--- config.mk ---
export PLATFORM = sky130hd
export DESIGN_NAME = fpu_req_arbiter
export DESIGN_NICKNAME = d
export VERILOG_FILES = /design/src/rtl/fpu_pkg.sv /design/src/rtl/fpu_rr_arb.sv /design/src/rtl/fpu_req_arbiter.sv
export SDC_FILE = /design/constraint.sdc
export NUM_CORES = 1
export LEC_CHECK = 0
export ABC_AREA = 1
export CAP_MARGIN = 10
export CELL_PAD_IN_SITES_DETAIL_PLACEMENT = 0
export CELL_PAD_IN_SITES_GLOBAL_PLACEMENT = 2
export CORE_MARGIN = 3
export CORE_UTILIZATION = 22
export CTS_CLUSTER_DIAMETER = 120
export DETAILED_ROUTE_END_ITERATION = 6
export GPL_ROUTABILITY_DRIVEN = 0
export PLACE_DENSITY_LB_ADDON = 0.1
export SLEW_MARGIN = 20
export SYNTH_ARGS = -nofsm -noshare
export SYNTH_HDL_FRONTEND = slang
export SYNTH_SLANG_ARGS = --single-unit
--- constraint.sdc ---
create_clock -name clk -period 2.56 [get_ports clk]
set_input_delay 0.384 -clock clk [delete_from_list [all_inputs] [get_ports clk]]
set_output_delay 0.384 -clock clk [all_outputs]
set_load 0.005 [all_outputs]
--- src/rtl/fpu_pkg.sv ---
// fpu_pkg: shared encodings, widths, state enum and flag indices for the fpu
// request arbiter and its round-robin helper.
package fpu_pkg;

    localparam int FP_W  = 23;
    localparam int EXP_W = 7;
    localparam int MAN_W = 15;

    localparam logic [EXP_W-1:0] EXP_INF  = 7'b0111111;
    localparam logic [EXP_W-1:0] EXP_ZERO = 7'b1000000;

    typedef enum logic [1:0] {
        OP_ADD = 2'b00,
        OP_SUB = 2'b01,
        OP_MUL = 2'b10,
        OP_ILL = 2'b11
    } fpu_op_e;

    typedef enum logic [2:0] {
        S_IDLE,
        S_ISSUE,
        S_WAIT_BUSY,
        S_WAIT_DONE,
        S_RESP
    } arb_state_e;

    localparam int FL_UNF  = 0;
    localparam int FL_OVF  = 1;
    localparam int FL_ZERO = 2;
    localparam int FL_ILL  = 3;
    localparam int FL_TMO  = 4;

    typedef struct packed {
        fpu_op_e         op;
        logic            id;
        logic [FP_W-1:0] a;
        logic [FP_W-1:0] b;
    } arb_req_t;

endpackage

--- src/rtl/fpu_rr_arb.sv ---
// fpu_rr_arb: 2-way round-robin grant; ptr names the port preferred on the
// next contended grant and always points away from the last winner.
module fpu_rr_arb (
    input  logic       clk,
    input  logic       rst_n,
    input  logic [1:0] valid,
    input  logic       enable,
    output logic [1:0] grant,
    output logic       ptr
);

    logic hit;
    logic win;

    assign hit   = enable && (valid != 2'b00);
    assign win   = valid[ptr] ? ptr : ~ptr;
    assign grant = hit ? (2'b01 << win) : 2'b00;

    always_ff @(posedge clk or negedge rst_n) begin
        if (!rst_n) begin
            ptr <= 1'b0;
        end else if (hit) begin
            ptr <= ~win;
        end
    end

endmodule

--- src/rtl/fpu_req_arbiter.sv ---
// fpu_req_arbiter: shares one fpu between two requesters with round-robin
// grant and tagged responses. FPU_ARB_TIMEOUT_EN adds a wait-state abort.
module fpu_req_arbiter
    import fpu_pkg::*;
#(
    parameter int TIMEOUT_CYCLES = 64
)
(
    input  logic            clk,
    input  logic            rst_n,
    input  logic [1:0]      req_valid,
    output logic [1:0]      req_ready,
    input  logic [3:0]      req_op,
    input  logic [2*FP_W-1:0] req_a,
    input  logic [2*FP_W-1:0] req_b,
    output logic            fpu_add,
    output logic            fpu_sub,
    output logic            fpu_mul,
    output logic [FP_W-1:0] fpu_a,
    output logic [FP_W-1:0] fpu_b,
    input  logic            fpu_idle,
    input  logic [FP_W-1:0] fpu_res,
    input  logic [2:0]      fpu_flags,
    output logic            rsp_valid,
    output logic            rsp_id,
    output logic [FP_W-1:0] rsp_data,
    output logic [4:0]      rsp_flags,
    output logic            busy
);

    arb_state_e      state;
    arb_state_e      state_d;
    arb_req_t        cur;
    logic [1:0]      grant;
    logic            rr_ptr;
    logic            gnt_id;
    fpu_op_e         gnt_op;
    logic [FP_W-1:0] gnt_a;
    logic [FP_W-1:0] gnt_b;
    logic            tmo_hit;
    logic            rsp_load;
    logic            rsp_id_d;
    logic [FP_W-1:0] rsp_data_d;
    logic [4:0]      rsp_flags_d;

    fpu_rr_arb u_rr (
        .clk    (clk),
        .rst_n  (rst_n),
        .valid  (req_valid),
        .enable (state == S_IDLE && fpu_idle),
        .grant  (grant),
        .ptr    (rr_ptr)
    );

    assign gnt_id = req_valid[rr_ptr] ? rr_ptr : ~rr_ptr;
    assign gnt_op = fpu_op_e'(gnt_id ? req_op[3:2] : req_op[1:0]);
    assign gnt_a  = gnt_id ? req_a[2*FP_W-1:FP_W] : req_a[FP_W-1:0];
    assign gnt_b  = gnt_id ? req_b[2*FP_W-1:FP_W] : req_b[FP_W-1:0];

`ifdef FPU_ARB_TIMEOUT_EN
    localparam logic [7:0] TMO_LAST = 8'(TIMEOUT_CYCLES - 1);

    logic       waiting;
    logic [7:0] tmo_cnt;

    assign waiting = (state == S_WAIT_BUSY) || (state == S_WAIT_DONE);
    assign tmo_hit = waiting && (tmo_cnt == TMO_LAST);

    always_ff @(posedge clk or negedge rst_n) begin
        if (!rst_n) begin
            tmo_cnt <= '0;
        end else if (state == S_ISSUE) begin
            tmo_cnt <= 8'd1;
        end else if (waiting) begin
            tmo_cnt <= tmo_cnt + 8'd1;
        end else begin
            tmo_cnt <= '0;
        end
    end
`else
    assign tmo_hit = 1'b0;
`endif

    always_comb begin
        state_d     = state;
        rsp_load    = 1'b0;
        rsp_id_d    = cur.id;
        rsp_data_d  = '0;
        rsp_flags_d = '0;
        unique case (state)
            S_IDLE: begin
                if (grant != 2'b00) begin
                    if (gnt_op == OP_ILL) begin
                        state_d             = S_RESP;
                        rsp_load            = 1'b1;
                        rsp_id_d            = gnt_id;
                        rsp_flags_d[FL_ILL] = 1'b1;
                    end else begin
                        state_d = S_ISSUE;
                    end
                end
            end
            S_ISSUE: begin
                state_d = S_WAIT_BUSY;
            end
            S_WAIT_BUSY: begin
                if (!fpu_idle) begin
                    state_d = S_WAIT_DONE;
                end
            end
            S_WAIT_DONE: begin
                if (fpu_idle) begin
                    state_d          = S_RESP;
                    rsp_load         = 1'b1;
                    rsp_data_d       = fpu_res;
                    rsp_flags_d[2:0] = fpu_flags;
                end
            end
            S_RESP: begin
                state_d = S_IDLE;
            end
            default: begin
                state_d = S_IDLE;
            end
        endcase
        if (tmo_hit && !rsp_load) begin
            state_d             = S_RESP;
            rsp_load            = 1'b1;
            rsp_data_d          = '0;
            rsp_flags_d         = '0;
            rsp_flags_d[FL_TMO] = 1'b1;
        end
    end

    always_ff @(posedge clk or negedge rst_n) begin
        if (!rst_n) begin
            state     <= S_IDLE;
            cur       <= '0;
            rsp_id    <= 1'b0;
            rsp_data  <= '0;
            rsp_flags <= '0;
        end else begin
            state <= state_d;
            if (grant != 2'b00) begin
                cur <= '{op: gnt_op, id: gnt_id, a: gnt_a, b: gnt_b};
            end
            if (rsp_load) begin
                rsp_id    <= rsp_id_d;
                rsp_data  <= rsp_data_d;
                rsp_flags <= rsp_flags_d;
            end
        end
    end

    always_comb begin
        fpu_add = 1'b0;
        fpu_sub = 1'b0;
        fpu_mul = 1'b0;
        if (state == S_ISSUE) begin
            unique case (cur.op)
                OP_ADD:  fpu_add = 1'b1;
                OP_SUB:  fpu_sub = 1'b1;
                OP_MUL:  fpu_mul = 1'b1;
                default: ;
            endcase
        end
    end

    assign req_ready = grant;
    assign fpu_a     = cur.a;
    assign fpu_b     = cur.b;
    assign rsp_valid = (state == S_RESP);
    assign busy      = (state != S_IDLE);

endmodule
==> flow_metrics.py, run 1 <==
metrics = {
    "status": {
        "run_status": "completed",
    },
    "sta": {
        "rsz0062_at_grt": "false",
        "fin_worst_skew_ns": 0.00586,
        "setup-tns-final_ns": 0,
        "maxSlewViolCount": 0,
        "setup_viol": 0,
        "fin_crit_sh_pct": 89.2,
        "finalHoldViolations": 0,
        "clock.fmax_ghz": 0.438,
        "tightest_slew_ns": 0.597,
        "slew_headroom_pct": 60.2,
        "timing.final.ws_setup_ns": 0.275,
        "period_minus_slack_ns": 2.28,
        "whs_ns": 0.471,
    },
    "yosys": {
        "ys.flop_type": "dfrtp_1",
        "synth-edff-count": 0,
        "synthMuxAreaShare_pct": 0,
        "synth_area_um2": 3940,
        "synth_compound_area_share_pct": 0.635,
        "yosys_warnings": 0,
        "seq_area_frac_synth_pct": 51.4,
        "syn_avg_cell_area_um2": 8.02,
        "async_flop_share_pct": 100,
        "ys_ff_latch": 81,
        "synthSimpleGateAreaFrac_pct": 33.7,
        "synth-adder-area-share_pct": 0,
        "synthXorXnorAreaFrac_pct": 0,
        "synth_cells": 491,
        "synth_cell_types": 22,
        "syn_nets": 618,
        "synth_top_family_by_area": "simple AND/OR/NAND/NOR gates",
    },
    "global_routing": {
        "grt_start_max_net_pins": 64,
        "grt_pass1_wl_um": 20600,
        "antenna_found_initial": 0,
        "first_global_vias": 3670,
        "grt.total_usage_pct": 13.3,
        "overflow": 0,
    },
    "clock_tree": {
        "cts-resized-gates": 0,
        "cts-buffers-inserted": 9,
        "cts_htree_levels": 3,
        "ctsLongestPathBuffers": 2,
        "clkTransAtPathRegs_ns": 0.06,
        "clockRootBuffer": "clkbuf_16",
        "cts_tree": "yes",
        "clock-sinks": 81,
        "post-cts-setup-buffer-count": 0,
        "cts-hold-fix-buffers": 1,
        "clock_latency_ns": 0.33,
    },
    "die": {
        "initial_core_util_pct": 22.6,
        "io_pins": 209,
        "fp.dieH_um": 140,
        "fp-row-count": 48,
        "core_um2": 17400,
        "die_w_um": 140,
        "dieArea_um2": 19600,
    },
    "critical_path": {
        "crit_fanout": 3,
        "slowest_stage": "clkdlybuf4s50_1",
        "cp.required_ns": 2.18,
        "cpPeakStageDelay_ns": 0.55,
        "cp-start-kind": "input pin",
        "cp_data_arrival_time_ns": 1.90,
        "path_cells": "clkdlybuf4s50_1 -> inv_1 -> nor2_2 -> nand2_2 -> nor2_4 -> clkdlybuf4s50_1",
        "cpMostUsedCell": "clkdlybuf4s50_1",
        "path_class": "in -> out",
        "end_kind": "output pin",
    },
    "worst_hold_path": {
        "min_path_type": "reg -> reg",
    },
    "drt": {
        "ant_nets": 0,
        "dr.pass1.iters": 5,
        "drt_wl_total_um": 13100,
        "drt_iter0_markers": 177,
        "routedWlPerCell_um": 14.9,
        "vias": 3608,
        "drt-vias-per-instance": 4.10,
        "drc": 0,
    },
    "finish": {
        "nets": 776,
        "final_cell_mix": "nand2_1 (243), clkdlybuf4s50_1 (206), dfrtp_1 (81)",
        "diodes": 0,
        "n_fill_cell": 1812,
        "areaGrowthSynthToFinish_pct": 56.3,
        "layout_commonest_cell": "nand2_1",
        "drive_gt1_share_pct": 5.35,
    },
    "power": {
        "leakagePower_nw": 2.82,
        "powerDensity_nw_per_um2": 1010,
        "finalPower_w": 0.00624,
        "ir_drop_mv": 0.466,
    },
    "run": {
        "max_cap_viol_count": 0,
    },
    "placed_design": {
        "dp_slack_ns": 0.272,
        "port_buffers": 207,
        "hpwl_um": 8960,
    },
}
[per-layer routing]
layer / vias up / track usage (%) / share of wire, %
li1: 1788 / - / -
met1: 1645 / 16.9 / 43
met2: 162 / 20.0 / 44
met3: 13 / 6.12 / 11
met4: 0 / 4.69 / 1.8
met5: - / 0 / 0
[power breakdown]
group          leakage (nW)  switching [W]  internal (W)  total, W
Sequential             1.02       0.000337       0.00188   0.00222
Combinational          1.65        0.00117       0.00155   0.00272
Clock                 0.144       0.000518      0.000781   0.00130
Total                  2.82        0.00203       0.00421   0.00624
[final cells by class]
cell class | count | area (um^2) | share of cell area [%]
inverters | 17 | 66.3 | 1.08
flip-flops and latches | 81 | 2030 | 32.9
clock buffers | 13 | 250 | 4.06
repair buffers | 213 | 2130 | 34.6
multi-input cells | 327 | 1360 | 22.1
well taps | 225 | 282 | 4.57
clock inverters | 3 | 40.0 | 0.650
[worst paths after layout]
kind	from	to	slack [ns]	cells after the start
hold reg to reg	rsp_data[15]	rsp_data[15]	0.47	2
setup / recovery	fpu_idle	req_ready[1]	0.28	6
hold / removal	rsp_data[15]	rsp_data[15]	0.47	2
max in group asynchronous	rst_n	fpu_b[13]	1.41	3
min in group asynchronous	rst_n	fpu_a[18]	0.49	2
setup reg to reg	state[1]	rsp_id	0.82	10
[sequential cells by signal, indices dropped and copies added (netlist names)]
| name | cells |
|---|---|
| fpu_b | 23 |
| rsp_data | 23 |
| fpu_a | 23 |
| rsp_flags | 4 |
| u_rr.ptr | 1 |
| cur | 3 |
| state | 3 |
| rsp_id | 1 |
[metrics by stage]
step | cells | area (um^2) | util, %
6_report | 879 | 6160 | 35.4
3_3_place_gp | 862 | 5860 | 33.6
4_1_cts | 879 | 6160 | 35.4
3_5_place_dp | 862 | 5860 | 33.6
2_1_floorplan | 491 | 3940 | -
5_1_grt | 879 | 6160 | 35.4
[Yosys cell counts, types with 3 or more instances]
master	number	area [um^2]
nand3_1	55	275
buf_6	7	78.8
inv_2	7	26.3
inv_1	9	33.8
o21ai_0	4	20.0
nand2_1	243	912
nor3_1	4	20.0
buf_4	48	360
nor2_1	11	41.3
dfrtp_1	81	2030
buf_2	7	35.0
clkbuf_1	3	11.3
[worst max-delay path: cells and delay by family]
| kind | cells | cell delay [ns] |
|---|---|---|
| buf+inv | 3 | 1.18 |
| simple gates | 3 | 0.33 |
[cells by family (layout without fill, tap and decap cells)]
group | after synthesis | count (layout)
AOI/OAI and AO/OA | 5 | 5
buffers and inverters | 83 | 246
DFF | 81 | 81
other | 1 | 1
and+or+nand+nor | 321 | 321
Power figures use the tool's default switching activity.
==> run 2: changes to the inputs <==
- GPL_ROUTABILITY_DRIVEN: 0 -> not set
==> results of run 2 <==
Final layout, timing and power as in run 1 (identical DEF).
